### config.mk
export PLATFORM = sky130hd
export DESIGN_NAME = freq_meas_scheduler
export DESIGN_NICKNAME = d
export VERILOG_FILES = /design/src/rtl/freq_sched_pkg.sv /design/src/rtl/freq_meas_scheduler_next_ch_sel.sv /design/src/rtl/freq_meas_scheduler.sv
export SDC_FILE = /design/constraint.sdc
export NUM_CORES = 1
export LEC_CHECK = 0
export CORE_MARGIN = 2
export CORE_UTILIZATION = 49
export DETAILED_ROUTE_END_ITERATION = 12
export GPL_ROUTABILITY_DRIVEN = 0
export PLACE_DENSITY_LB_ADDON = 0.12
export SETUP_SLACK_MARGIN = 0.2
export SYNTH_ARGS = -nofsm -noshare
export SYNTH_HDL_FRONTEND = slang
export SYNTH_SLANG_ARGS = --single-unit
### constraint.sdc
create_clock -name clk -period 7.9 [get_ports clk]
set_clock_uncertainty 0.15 [all_clocks]
set_input_delay 1.975 -clock clk [delete_from_list [all_inputs] [get_ports clk]]
set_output_delay 1.975 -clock clk [all_outputs]
set_load 0.005 [all_outputs]
### src/rtl/freq_sched_pkg.sv
// Shared types and constants for the frequency-measurement scheduler.
package freq_sched_pkg;

  typedef enum logic [1:0] {
    IDLE    = 2'd0,
    CLEAR   = 2'd1,
    MEASURE = 2'd2,
    REPORT  = 2'd3
  } state_t;

  localparam int PERIOD_W = 21;
  localparam int SAMPLE_W = 16;
  localparam logic [PERIOD_W-1:0] TIMEOUT_VAL = 21'h1FFFFF;

  // Index of the lowest set bit; 0 when no bit is set.
  function automatic logic [3:0] lowest_set(input logic [15:0] m);
    lowest_set = 4'd0;
    for (int i = 15; i >= 0; i--) begin
      if (m[i]) begin
        lowest_set = 4'(i);
      end
    end
  endfunction

endpackage

### src/rtl/freq_meas_scheduler_next_ch_sel.sv
// Channel picker: next enabled channel above the current one, and the first enabled channel.
module next_ch_sel
  import freq_sched_pkg::*;
#(
  parameter int NUM_CH = 4
) (
  input  logic [NUM_CH-1:0] mask,
  input  logic [3:0]        cur_ch,
  output logic [3:0]        nxt_ch,
  output logic              found,
  output logic [3:0]        first_ch
);

  // Scan downward so the lowest qualifying channel is the last one written.
  always_comb begin
    nxt_ch = 4'd0;
    found  = 1'b0;
    for (int i = NUM_CH - 1; i >= 0; i--) begin
      if (mask[i] && (4'(i) > cur_ch)) begin
        nxt_ch = 4'(i);
        found  = 1'b1;
      end else begin
        nxt_ch = nxt_ch;
        found  = found;
      end
    end
  end

  assign first_ch = lowest_set(16'(mask));

endmodule

### src/rtl/freq_meas_scheduler.sv
// Time-multiplexes one zero-crossing frequency calculator over NUM_CH band channels,
// capturing one period count (or a timeout) per enabled channel per sweep.
module freq_meas_scheduler
  import freq_sched_pkg::*;
#(
  parameter int NUM_CH      = 4,
  parameter int TIMEOUT_CYC = 21'h1FFFFF,
  parameter int DISCARD     = 1
) (
  input  logic                       clk,
  input  logic                       rst,
  input  logic                       start,
  input  logic                       cont,
  input  logic                       abort,
  input  logic [NUM_CH-1:0]          en_mask,
  input  logic [SAMPLE_W*NUM_CH-1:0] ch_sample,
  input  logic                       ch_sample_vld,
  output logic                       calc_clr,
  output logic [SAMPLE_W-1:0]        calc_sample,
  output logic                       calc_sample_vld,
  input  logic                       calc_cnt_vld,
  input  logic [PERIOD_W-1:0]        calc_cnt,
  output logic                       result_vld,
  output logic [3:0]                 result_ch,
  output logic [PERIOD_W-1:0]        result_period,
  output logic                       result_timeout,
  output logic                       busy,
  output logic                       sweep_done
);

  localparam logic [PERIOD_W-1:0] TIMEOUT_LAST = PERIOD_W'(TIMEOUT_CYC - 1);

  state_t                state_q;
  logic [NUM_CH-1:0]     mask_q;
  logic [3:0]            cur_ch_q;
  logic [1:0]            disc_cnt_q;
  logic [PERIOD_W-1:0]   timer_q;
  logic                  calc_clr_q;
  logic [SAMPLE_W-1:0]   calc_sample_q;
  logic                  calc_sample_vld_q;
  logic                  result_vld_q;
  logic [3:0]            result_ch_q;
  logic [PERIOD_W-1:0]   result_period_q;
  logic                  result_timeout_q;
  logic                  busy_q;
  logic                  sweep_done_q;

  logic [NUM_CH-1:0]     sel_mask_s;
  logic [3:0]            nxt_ch_s;
  logic                  found_s;
  logic [3:0]            first_ch_s;
  logic [3:0]            relatch_ch_s;
  logic [PERIOD_W-1:0]   timer_d;
  logic                  cnt_accept_s;
  logic                  timeout_hit_s;
  logic                  leave_meas_s;
  logic                  sample_vld_d;
  logic [SAMPLE_W-1:0]   samp_arr [16];

  for (genvar g = 0; g < 16; g++) begin : g_samp
    if (g < NUM_CH) begin : g_used
      assign samp_arr[g] = ch_sample[g*SAMPLE_W +: SAMPLE_W];
    end else begin : g_pad
      assign samp_arr[g] = 16'd0;
    end
  end

  // In IDLE the picker looks at the live enable mask to choose the first channel.
  assign sel_mask_s = (state_q == IDLE) ? en_mask : mask_q;

  next_ch_sel #(.NUM_CH(NUM_CH)) u_next_ch_sel (
    .mask     (sel_mask_s),
    .cur_ch   (cur_ch_q),
    .nxt_ch   (nxt_ch_s),
    .found    (found_s),
    .first_ch (first_ch_s)
  );

  assign relatch_ch_s  = lowest_set(16'(en_mask));
  assign timer_d       = timer_q + 21'd1;
  assign cnt_accept_s  = (state_q == MEASURE) && calc_cnt_vld && (disc_cnt_q == 2'd0);
  assign timeout_hit_s = (state_q == MEASURE) && !cnt_accept_s && (timer_d == TIMEOUT_LAST);
  assign leave_meas_s  = cnt_accept_s || timeout_hit_s;
  // A strobe landing on the cycle MEASURE is left is dropped, not forwarded.
  assign sample_vld_d  = (state_q == MEASURE) && ch_sample_vld && !leave_meas_s && !abort;

  // Sweep sequencer with registered calculator and result outputs.
  always_ff @(posedge clk) begin
    if (rst) begin
      state_q           <= IDLE;
      mask_q            <= '0;
      cur_ch_q          <= 4'd0;
      disc_cnt_q        <= 2'd0;
      timer_q           <= 21'd0;
      calc_clr_q        <= 1'b0;
      calc_sample_q     <= 16'd0;
      calc_sample_vld_q <= 1'b0;
      result_vld_q      <= 1'b0;
      result_ch_q       <= 4'd0;
      result_period_q   <= 21'd0;
      result_timeout_q  <= 1'b0;
      busy_q            <= 1'b0;
      sweep_done_q      <= 1'b0;
    end else begin
      calc_clr_q        <= 1'b0;
      result_vld_q      <= 1'b0;
      sweep_done_q      <= 1'b0;
      calc_sample_vld_q <= sample_vld_d;
      if (sample_vld_d) begin
        calc_sample_q <= samp_arr[cur_ch_q];
      end
      if (abort && (state_q != IDLE)) begin
        state_q    <= IDLE;
        busy_q     <= 1'b0;
        calc_clr_q <= 1'b1;
      end else begin
        case (state_q)
          IDLE: begin
            if ((start || cont) && (en_mask != '0)) begin
              mask_q     <= en_mask;
              cur_ch_q   <= first_ch_s;
              state_q    <= CLEAR;
              calc_clr_q <= 1'b1;
              busy_q     <= 1'b1;
            end
          end
          CLEAR: begin
            disc_cnt_q <= 2'(DISCARD);
            timer_q    <= 21'd0;
            state_q    <= MEASURE;
          end
          MEASURE: begin
            timer_q <= timer_d;
            if (calc_cnt_vld && (disc_cnt_q != 2'd0)) begin
              disc_cnt_q <= disc_cnt_q - 2'd1;
            end
            if (leave_meas_s) begin
              state_q          <= REPORT;
              result_vld_q     <= 1'b1;
              result_ch_q      <= cur_ch_q;
              result_period_q  <= cnt_accept_s ? calc_cnt : TIMEOUT_VAL;
              result_timeout_q <= !cnt_accept_s;
              sweep_done_q     <= !found_s;
            end
          end
          REPORT: begin
            if (found_s) begin
              cur_ch_q   <= nxt_ch_s;
              state_q    <= CLEAR;
              calc_clr_q <= 1'b1;
            end else if (cont && (en_mask != '0)) begin
              mask_q     <= en_mask;
              cur_ch_q   <= relatch_ch_s;
              state_q    <= CLEAR;
              calc_clr_q <= 1'b1;
            end else begin
              if (cont) begin
                mask_q <= en_mask;
              end
              state_q <= IDLE;
              busy_q  <= 1'b0;
            end
          end
          default: begin
            state_q <= IDLE;
            busy_q  <= 1'b0;
          end
        endcase
      end
    end
  end

  assign calc_clr        = calc_clr_q;
  assign calc_sample     = calc_sample_q;
  assign calc_sample_vld = calc_sample_vld_q;
  assign result_vld      = result_vld_q;
  assign result_ch       = result_ch_q;
  assign result_period   = result_period_q;
  assign result_timeout  = result_timeout_q;
  assign busy            = busy_q;
  assign sweep_done      = sweep_done_q;

endmodule

== Word level (Yosys, flattened, before mapping) ==
Index checks and enable logic that the tools add are counted.

* Magnitude comparators: 5
* Equal/unequal tests: 11
* Multiplexer cells: 48
* Bitwise gates (word level): 4
* Divide/modulo/power cells: 0
* Shift-type cells: 0
* Reductions and logical operators: 38
* $mul: 0
* $add $sub $neg: 2

{| class="wikitable"
|+ Operators by type and width
! cell !! count
|-
| binary-select mux 16 bit (select 4 bit) || 1
|-
| 2-to-1 mux 4 bit || 11
|-
| case mux 21 bit (2 select lines) || 1
|-
| 2-to-1 mux 16 bit || 2
|-
| 2-to-1 mux 2 bit || 12
|-
| adder 21 x 1 -> 21 bit (second input constant) || 1
|-
| equality test 21 bit (second input constant) || 1
|-
| 2-to-1 mux 21 bit || 1
|-
| case mux 4 bit (2 select lines) || 2
|-
| logical AND 1 bit || 15
|-
| 2-to-1 mux 1 bit || 14
|-
| > comparator 1 x 4 -> 1 bit (first input constant) || 2
|-
| > comparator 2 x 4 -> 1 bit (first input constant) || 2
|-
| case mux 2 bit (4 select lines) || 1
|-
| AND reduction 4 bit || 2
|-
| nonzero test 2 bit || 4
|-
| != test 2 bit (second input constant) || 3
|-
| != test 3 bit (second input constant) || 2
|-
| AND reduction 3 bit || 2
|-
| >= comparator 5 bit (second input constant) || 1
|-
| inverter 4 -> 5 bit || 1
|-
| AND reduction 5 bit || 1
|-
| equality test 2 bit (second input constant) || 2
|-
| logical NOT 1 bit || 4
|-
| 13 further kinds || 20
|}

* Bits in latches: 0
* Bits in writable memories: 0
* Output and inout port bits: 47
* Bits of input ports: 96
* Memories: 0
* Flip-flop bits (word level): 80
* Bits in read-only memories: 0

== Depth between registers and ports, before layout ==
Gate-level depths: netlist (run 1).

* Depth in word-level cells: 10
* Depth in mapped cells: 11
* Mapped depth without buffers: 9

== Cells and area by module ==
From an unflattened synthesis (run 1), not the netlist that was laid out.

* Cells, all modules: 554
* Area total of the unflattened synthesis: 4589.4 um2

{| class="wikitable"
|+ Modules (own cells, without submodules)
! module !! times used !! cells an instance !! sequential area each (um2) !! area each (um2)
|-
| freq_meas_scheduler || 1 || 532 || 1601.5 || 4461.8
|-
| next_ch_sel || 1 || 22 || 0.0 || 127.6
|}

== Worst setup path after synthesis (run 1) ==
OpenSTA, ideal clock, no wires.

* Path type: in2reg
* Start point: input en_mask[3]
* End point: register cur_ch_q[1]
* Path slack: 4.370 ns
* Cell stages on the path: 7
* Data arrival time: 3.253 ns
* Path buffers: 0
* Cell sequence: or4_1 > o21a_1 > nand2_1 > a21oi_1 > and2_1 > mux2i_1 > nor2_1

* Cells in the longest elaborated chain, start to end: 8
* Elaborated cells between the ends (all ways): 28

{| class="wikitable"
|+ Ends and longest elaborated chain
! element !! RTL line !! source
|-
| start: declaration || freq_meas_scheduler.sv:15 || <nowiki>input logic [NUM_CH-1:0] en_mask,</nowiki>
|-
| 2-to-1 mux 4 bit || freq_meas_scheduler.sv:69 || <nowiki>assign sel_mask_s = (state_q == IDLE) ? en_mask : mask_q;</nowiki>
|-
| logical AND 1 bit || freq_meas_scheduler_next_ch_sel.sv:19 || <nowiki>if (mask[i] && (4'(i) > cur_ch)) begin</nowiki>
|-
| 2-to-1 mux 1 bit or 2-to-1 mux 2 bit (tied branches) (4 in a row) || freq_meas_scheduler_next_ch_sel.sv:19 ||
|-
| != test 3 bit (no line) or 2-to-1 mux 4 bit (tied branches) || n/a ||
|-
| AND reduction 4 bit (no line) or case mux 4 bit (2 select lines) (tied branches) || n/a ||
|-
| end signal: assignment || freq_meas_scheduler.sv:121 || <nowiki>cur_ch_q <= first_ch_s;</nowiki>
|-
| end signal: assignment || freq_meas_scheduler.sv:148 || <nowiki>cur_ch_q <= nxt_ch_s;</nowiki>
|-
| end signal: assignment || freq_meas_scheduler.sv:153 || <nowiki>cur_ch_q <= relatch_ch_s;</nowiki>
|-
| end: declaration || freq_meas_scheduler.sv:35 || <nowiki>logic [3:0] cur_ch_q;</nowiki>
|}

Parallel ways exist; a longest one is shown, timed or not. The select of a mux whose other input is x is not followed.
A chain may end at the register's enable or synchronous reset.

== Final worst setup path (run 1) ==
* Start point: input abort
* End point: register timer_q[11]

* Cells in the longest elaborated chain, start to end: 3

{| class="wikitable"
|+ Ends and longest elaborated chain
! element !! RTL line !! source
|-
| start: declaration || freq_meas_scheduler.sv:14 || <nowiki>input logic abort,</nowiki>
|-
| logical AND 1 bit || freq_meas_scheduler.sv:112 || <nowiki>if (abort && (state_q != IDLE)) begin</nowiki>
|-
| inverter 1 bit (no line) || n/a ||
|-
| AND reduction 2 bit (no line) || n/a ||
|-
| end signal: assignment || freq_meas_scheduler.sv:133 || <nowiki>timer_q <= timer_d;</nowiki>
|-
| end: declaration || freq_meas_scheduler.sv:37 || <nowiki>logic [PERIOD_W-1:0] timer_q;</nowiki>
|}

No other way between the ends.

==> results.json, run 1 <==
{
  "status": "finished, final reports clean",
  "tightest_slew_ns": 1.10,
  "wirelength_mm": 11.4,
  "pwr-share-clk_pct": 23.0,
  "max_cap_violations": 0,
  "hold_viol_final": 0,
  "crit_fanout": 16,
  "htree_levels": 3,
  "die_y_microns": 96.2,
  "criticalPathCategory": "in -> reg",
  "cp-startpoint": "abort",
  "timing.rr.start": "state_q[0]$_SDFFE_PP0P_",
  "placed_area_sq_mm": 0.00553,
  "place_ws_ns": 2.89,
  "layout_min_cycle_time_ns": 4.74,
  "cts_tree": "done",
  "hold_depth": 2,
  "rsz0062_at_grt": "no",
  "cp-end-kind": "register",
  "ys_seq_area_share_pct": 36.5,
  "via_per_inst": 5.88,
  "period_share_pct": 60.0,
  "hold_ws_ns": 0.317,
  "drc": 0,
  "antenna_found_initial": 0,
  "n_antenna_cell": 0,
  "rows": 33,
  "worstSetupStartpointType": "primary input",
  "clock_latency_ns": 0.35,
  "peakVddDrop_mv": 0.137,
  "cts_sinks": 76,
  "comb_power_share_pct": 41.6,
  "cts_made_buffers": 9,
  "syn_area_sq_mm": 0.00416,
  "port_buffers": 140,
  "cts_root_buffer": "clkbuf_8",
  "hold_buffers": 0,
  "drtPass1Iterations": 4,
  "initial_core_util_pct": 50.7,
  "dpl.hpwl_mm": 8.38,
  "grt-ovfl-total": 0,
  "swShare_pct": 35.7,
  "die_area_sq_mm": 0.00925,
  "ys_ff_latch": 76,
  "grt_pass1_wl_mm": 18.2,
  "syn_area_per_cell_sq_um": 8.73,
  "total_power_mw": 1.34,
  "dp.cells": 688,
  "p_sw_mw": 0.480,
  "clk_pin_slew_ns": 0.08,
  "slew_viol_final": 0,
  "post-route-util_pct": 69.9,
  "crit_required_ns": 8.01,
  "fin_ws_ns": 3.16,
  "die_w_microns": 96.2,
  "layout-drive-gt1-share_pct": 8.18,
  "finalSetupViolCount": 0,
  "ys_warn_count": 0,
  "detail-route-antenna-nets": 0,
  "coreArea_sq_mm": 0.00822,
  "r2r_setup_slack_ns": 3.98,
  "synth_edf_count": 0,
  "min_path_type": "reg -> reg",
  "post-cts-setup-buffers": 0,
  "crit_path_end": "timer_q[11]$_SDFFE_PP0P_",
  "max_freq_ghz": 0.211,
  "nFillCells": 656,
  "synthArstFlopShare_pct": 0,
  "synthCells": 477,
  "ctsResizeCount": 0,
  "num_vias": 4143,
  "wl_per_cell_microns": 16.1,
  "slew_headroom_pct": 26.2,
  "seqPwrFrac_pct": 35.3,
  "final_cell_area_sq_mm": 0.00574,
  "powerDensity_mw_per_mm2": 234,
  "synthFlopType": "dfxtp_1",
  "cts_buffer_depth": 2,
  "p_int_mw": 0.863,
  "r2r_end": "result_period[1]$_SDFFE_PP0P_",
  "grt_max_degree": 50,
  "worstPathArrival_ns": 4.85,
  "grt_pass1_vias": 3950,
  "r2r.worst_path.cells": 8,
  "synth_cell_type_count": 62,
  "fin_setup_tns_ns": 0,
  "ios": 143,
  "area.growth.synth_to_final_pct": 38.0,
  "leakagePower_nw": 1.99,
  "fin_cells": 704,
  "drtIter0Drc": 222,
  "globalRouteTotalUtil_pct": 25.3,
  "nets": 697
}
[flip-flops by register name, indices dropped and copies added, names as in the netlist]
| signal | count |
|---|---|
| result_period | 21 |
| timer_q | 21 |
| calc_sample | 16 |
| mask_q | 4 |
| cur_ch_q | 2 |
| disc_cnt_q | 2 |
| result_ch | 2 |
| state_q | 2 |
| busy | 1 |
| calc_clr | 1 |
| calc_sample_vld | 1 |
| result_timeout | 1 |
| result_vld | 1 |
| sweep_done | 1 |
[cells in the final DEF, fill, tap and decap left out, types with 5 or more instances in the layout]
cell             count
a21oi_1             47
clkbuf_8            10
clkdlybuf4s50_1    140
dfxtp_1             76
ha_1                 7
inv_1               10
mux2i_1              8
mux4_2              16
nand2_1             52
nand3_1             30
nand4_1              6
nor2_1              41
nor2b_1              5
nor3_1              16
o21a_1               5
o21ai_0             17
o21ai_1              9
o221a_1             19
[critical path: stages]
cell,delay [ns]
clkdlybuf4s50_1,0.46
nor2b_1,0.21
nor2b_1,0.88
nand2_1,0.66
nor2_1,0.35
nor2_1,0.07
a311oi_1,0.23
[how the worst min path moves through the flow]
| stage | from | end | slack, ns |
|---|---|---|---|
| final | result_ch[1]$_SDFFE_PP0P_ | result_ch[1]$_SDFFE_PP0P_ | 0.32 |
| after global routing | mask_q[3]$_SDFFE_PP0P_ | mask_q[3]$_SDFFE_PP0P_ | 0.34 |
| after CTS | result_ch[1]$_SDFFE_PP0P_ | result_ch[1]$_SDFFE_PP0P_ | 0.32 |
| after detailed placement | result_ch[1]$_SDFFE_PP0P_ | result_ch[1]$_SDFFE_PP0P_ | 0.31 |
| after global placement | mask_q[0]$_SDFFE_PP0P_ | mask_q[0]$_SDFFE_PP0P_ | 0.30 |
| after floorplan | mask_q[0]$_SDFFE_PP0P_ | mask_q[0]$_SDFFE_PP0P_ | 0.28 |
[area by class of cell]
class,count,area (sq um),area share (%)
clock buffer,10,138,2.40
inverter,10,37.5,0.654
timing repair buffer,143,1420,24.8
multi-input combinational,354,2420,42.1
sequential,76,1520,26.5
clock inverter,6,71.3,1.24
tap,105,131,2.29
[power by group through the flow]
stage                     Clock [mW]  Combinational [mW]  Sequential [mW]
after floorplan                    0               0.384            0.467
after global placement             0               0.542            0.481
after detailed placement           0               0.556            0.483
after CTS                      0.316               0.557            0.475
after global routing           0.330               0.617            0.482
final                          0.309               0.559            0.474
[Yosys cell counts, types with 6 or more instances]
library cell | number | share of area, %
o21ai_1 | 9 | 1.1
clkbuf_1 | 23 | 2.1
nor3_1 | 16 | 1.9
mux4_2 | 16 | 8.7
o21ai_0 | 17 | 2.0
ha_1 | 7 | 2.1
nand2_1 | 52 | 4.7
mux2i_1 | 8 | 1.9
a21oi_1 | 47 | 5.7
o221a_1 | 19 | 5.1
buf_2 | 6 | 0.72
dfxtp_1 | 76 | 37
inv_1 | 10 | 0.90
nand4_1 | 6 | 0.90
nor2_1 | 41 | 3.7
nand3_1 | 30 | 3.6
[cell families after synthesis]
logic type	Yosys count	share of synthesized area, %
flops	76	36.5
xor+xnor	6	1.26
simple gates	183	21.6
other cells	1	0.0901
fa+ha+maj	7	2.10
compound gates	130	21.9
mux	26	11.1
buf+inv	48	5.41
[per-layer routing]
metal	track usage, %	vias to the layer above	wire length, microns
met2	43.4	159	5830
met3	7.75	20	889
met4	9.05	0	194
met1	29.6	1967	4440
met5	0	-	0
li1	-	1997	-
(Power assumes the default switching activity.)
==> inputs of run 2 (changes only) <==
- CORE_UTILIZATION: 49 -> 46
- clock period: 7.9 -> 4.6 ns (I/O delays scaled with it)
==> results.json, run 2 (synthesis gave the netlist of run 1 again) <==
{
  "status": "finished, final reports clean",
  "fin_setup_tns_ns": 0,
  "die_y_microns": 99.1,
  "detail-route-antenna-nets": 0,
  "min_path_type": "reg -> reg",
  "num_vias": 4086,
  "grt_max_degree": 49,
  "slew_viol_final": 0,
  "globalRouteTotalUtil_pct": 23.4,
  "area.growth.synth_to_final_pct": 38.4,
  "drtIter0Drc": 236,
  "hold_viol_final": 0,
  "grt-ovfl-total": 0,
  "max_cap_violations": 0,
  "finalSetupViolCount": 0,
  "worstPathArrival_ns": 3.80,
  "wl_met3_microns": 839,
  "leakagePower_nw": 1.99,
  "peakVddDrop_mv": 0.192,
  "dpl.hpwl_mm": 8.38,
  "layout_min_cycle_time_ns": 3.65,
  "port_buffers": 140,
  "post-route-util_pct": 65.7,
  "wl_per_cell_microns": 16.2,
  "powerDensity_mw_per_mm2": 401,
  "rsz0062_at_grt": "no",
  "clk_pin_slew_ns": 0.08,
  "die_area_sq_mm": 0.00983,
  "grt_pass1_vias": 3936,
  "cts_buffer_depth": 2,
  "period_share_pct": 79.4,
  "crit_fanout": 22,
  "nets": 699,
  "layout-drive-gt1-share_pct": 8.49,
  "place_ws_ns": 1.02,
  "wirelength_mm": 11.5,
  "top_layer": "met4",
  "clock_latency_ns": 0.36,
  "cts_root_buffer": "clkbuf_8",
  "wl_met1_mm": 4.62,
  "max_freq_ghz": 0.274,
  "layout_common_cells": "140 x clkdlybuf4s50_1, 76 x dfxtp_1, 52 x nand2_1",
  "drc": 0,
  "antenna_found_initial": 0,
  "drtPass1Iterations": 5,
  "initial_core_util_pct": 47.5,
  "tightest_slew_ns": 1.03,
  "layout_commonest_cell": "clkdlybuf4s50_1",
  "wl_met2_mm": 5.82,
  "slew_headroom_pct": 31.1,
  "via_per_inst": 5.76,
  "crit_required_ns": 4.75,
  "ios": 143,
  "n_antenna_cell": 0,
  "cp-end-kind": "register",
  "ctsResizeCount": 0,
  "coreArea_sq_mm": 0.00876,
  "criticalPathCategory": "reg -> reg",
  "htree_levels": 3,
  "worstSetupStartpointType": "register",
  "cts_tree": "done",
  "post-cts-setup-buffers": 0,
  "cts_made_buffers": 9,
  "rows": 34,
  "grt_pass1_wl_mm": 18.5,
  "cts_sinks": 76,
  "die_w_microns": 99.1,
  "hold_buffers": 0,
  "fin_ws_ns": 0.949
}
-- run 2: changes by cell type in the layout (fill, tap and decap cells not counted) --
cell	delta
buf_4	+2
clkbuf_1	+1
clkinv_4	-1
clkinvlp_4	+1
inv_6	-1
nor3b_1	-1
nor3b_2	+1
-- run 2: stage by stage --
stage          power, mW  cell area (sq um)  hold WS [ns]  std cells
4_1_cts             2.32               5760         0.324        709
6_report            2.31               5760         0.318        709
5_1_grt             2.46               5760         0.346        709
2_1_floorplan       1.46               4170         0.284        478
3_5_place_dp        1.81               5560         0.312        693
3_3_place_gp        1.79               5560         0.296        693
-- run 2: where the power goes --
part           switching, mW  total, mW  internal, mW
Sequential            0.0767      0.817         0.740
Combinational          0.497      0.979         0.483
Clock                  0.247      0.514         0.266
-- run 2: routing by layer --
metal	vias up	GRT usage (%)
li1	1995	-
met1	1921	27.0
met2	150	40.5
met3	20	7.38
met4	0	8.64
met5	-	0
-- run 2: path summary, 6_finish.rpt --
check	slack (ns)	depth (start not counted)	startpoint	to
setup / recovery	0.95	8	timer_q[0]$_SDFFE_PP0P_	result_period[1]$_SDFFE_PP0P_
hold / removal	0.32	2	mask_q[0]$_SDFFE_PP0P_	mask_q[0]$_SDFFE_PP0P_
setup reg to reg	0.95	8	timer_q[0]$_SDFFE_PP0P_	result_period[1]$_SDFFE_PP0P_
hold reg to reg	0.32	2	mask_q[0]$_SDFFE_PP0P_	mask_q[0]$_SDFFE_PP0P_
-- run 2: critical path: stages (launching register included) --
cell     delay (ns)
dfxtp_1        0.49
ha_1           0.36
nand3_1        0.19
or3_1          0.34
a21oi_1        0.19
and3_1         0.23
nand4_2        0.42
o21ai_2        0.88
o221a_2        0.34
-- run 2: cell type report --
class / count / area [sq um]
Tap cell: 108 / 135
Timing Repair Buffer: 145 / 1440
Clock buffer: 11 / 141
Clock inverter: 5 / 61.3
Fill cell: 706 / 3000
Inverter: 10 / 37.5
Multi-Input combinational cell: 354 / 2420
Sequential cell: 76 / 1520
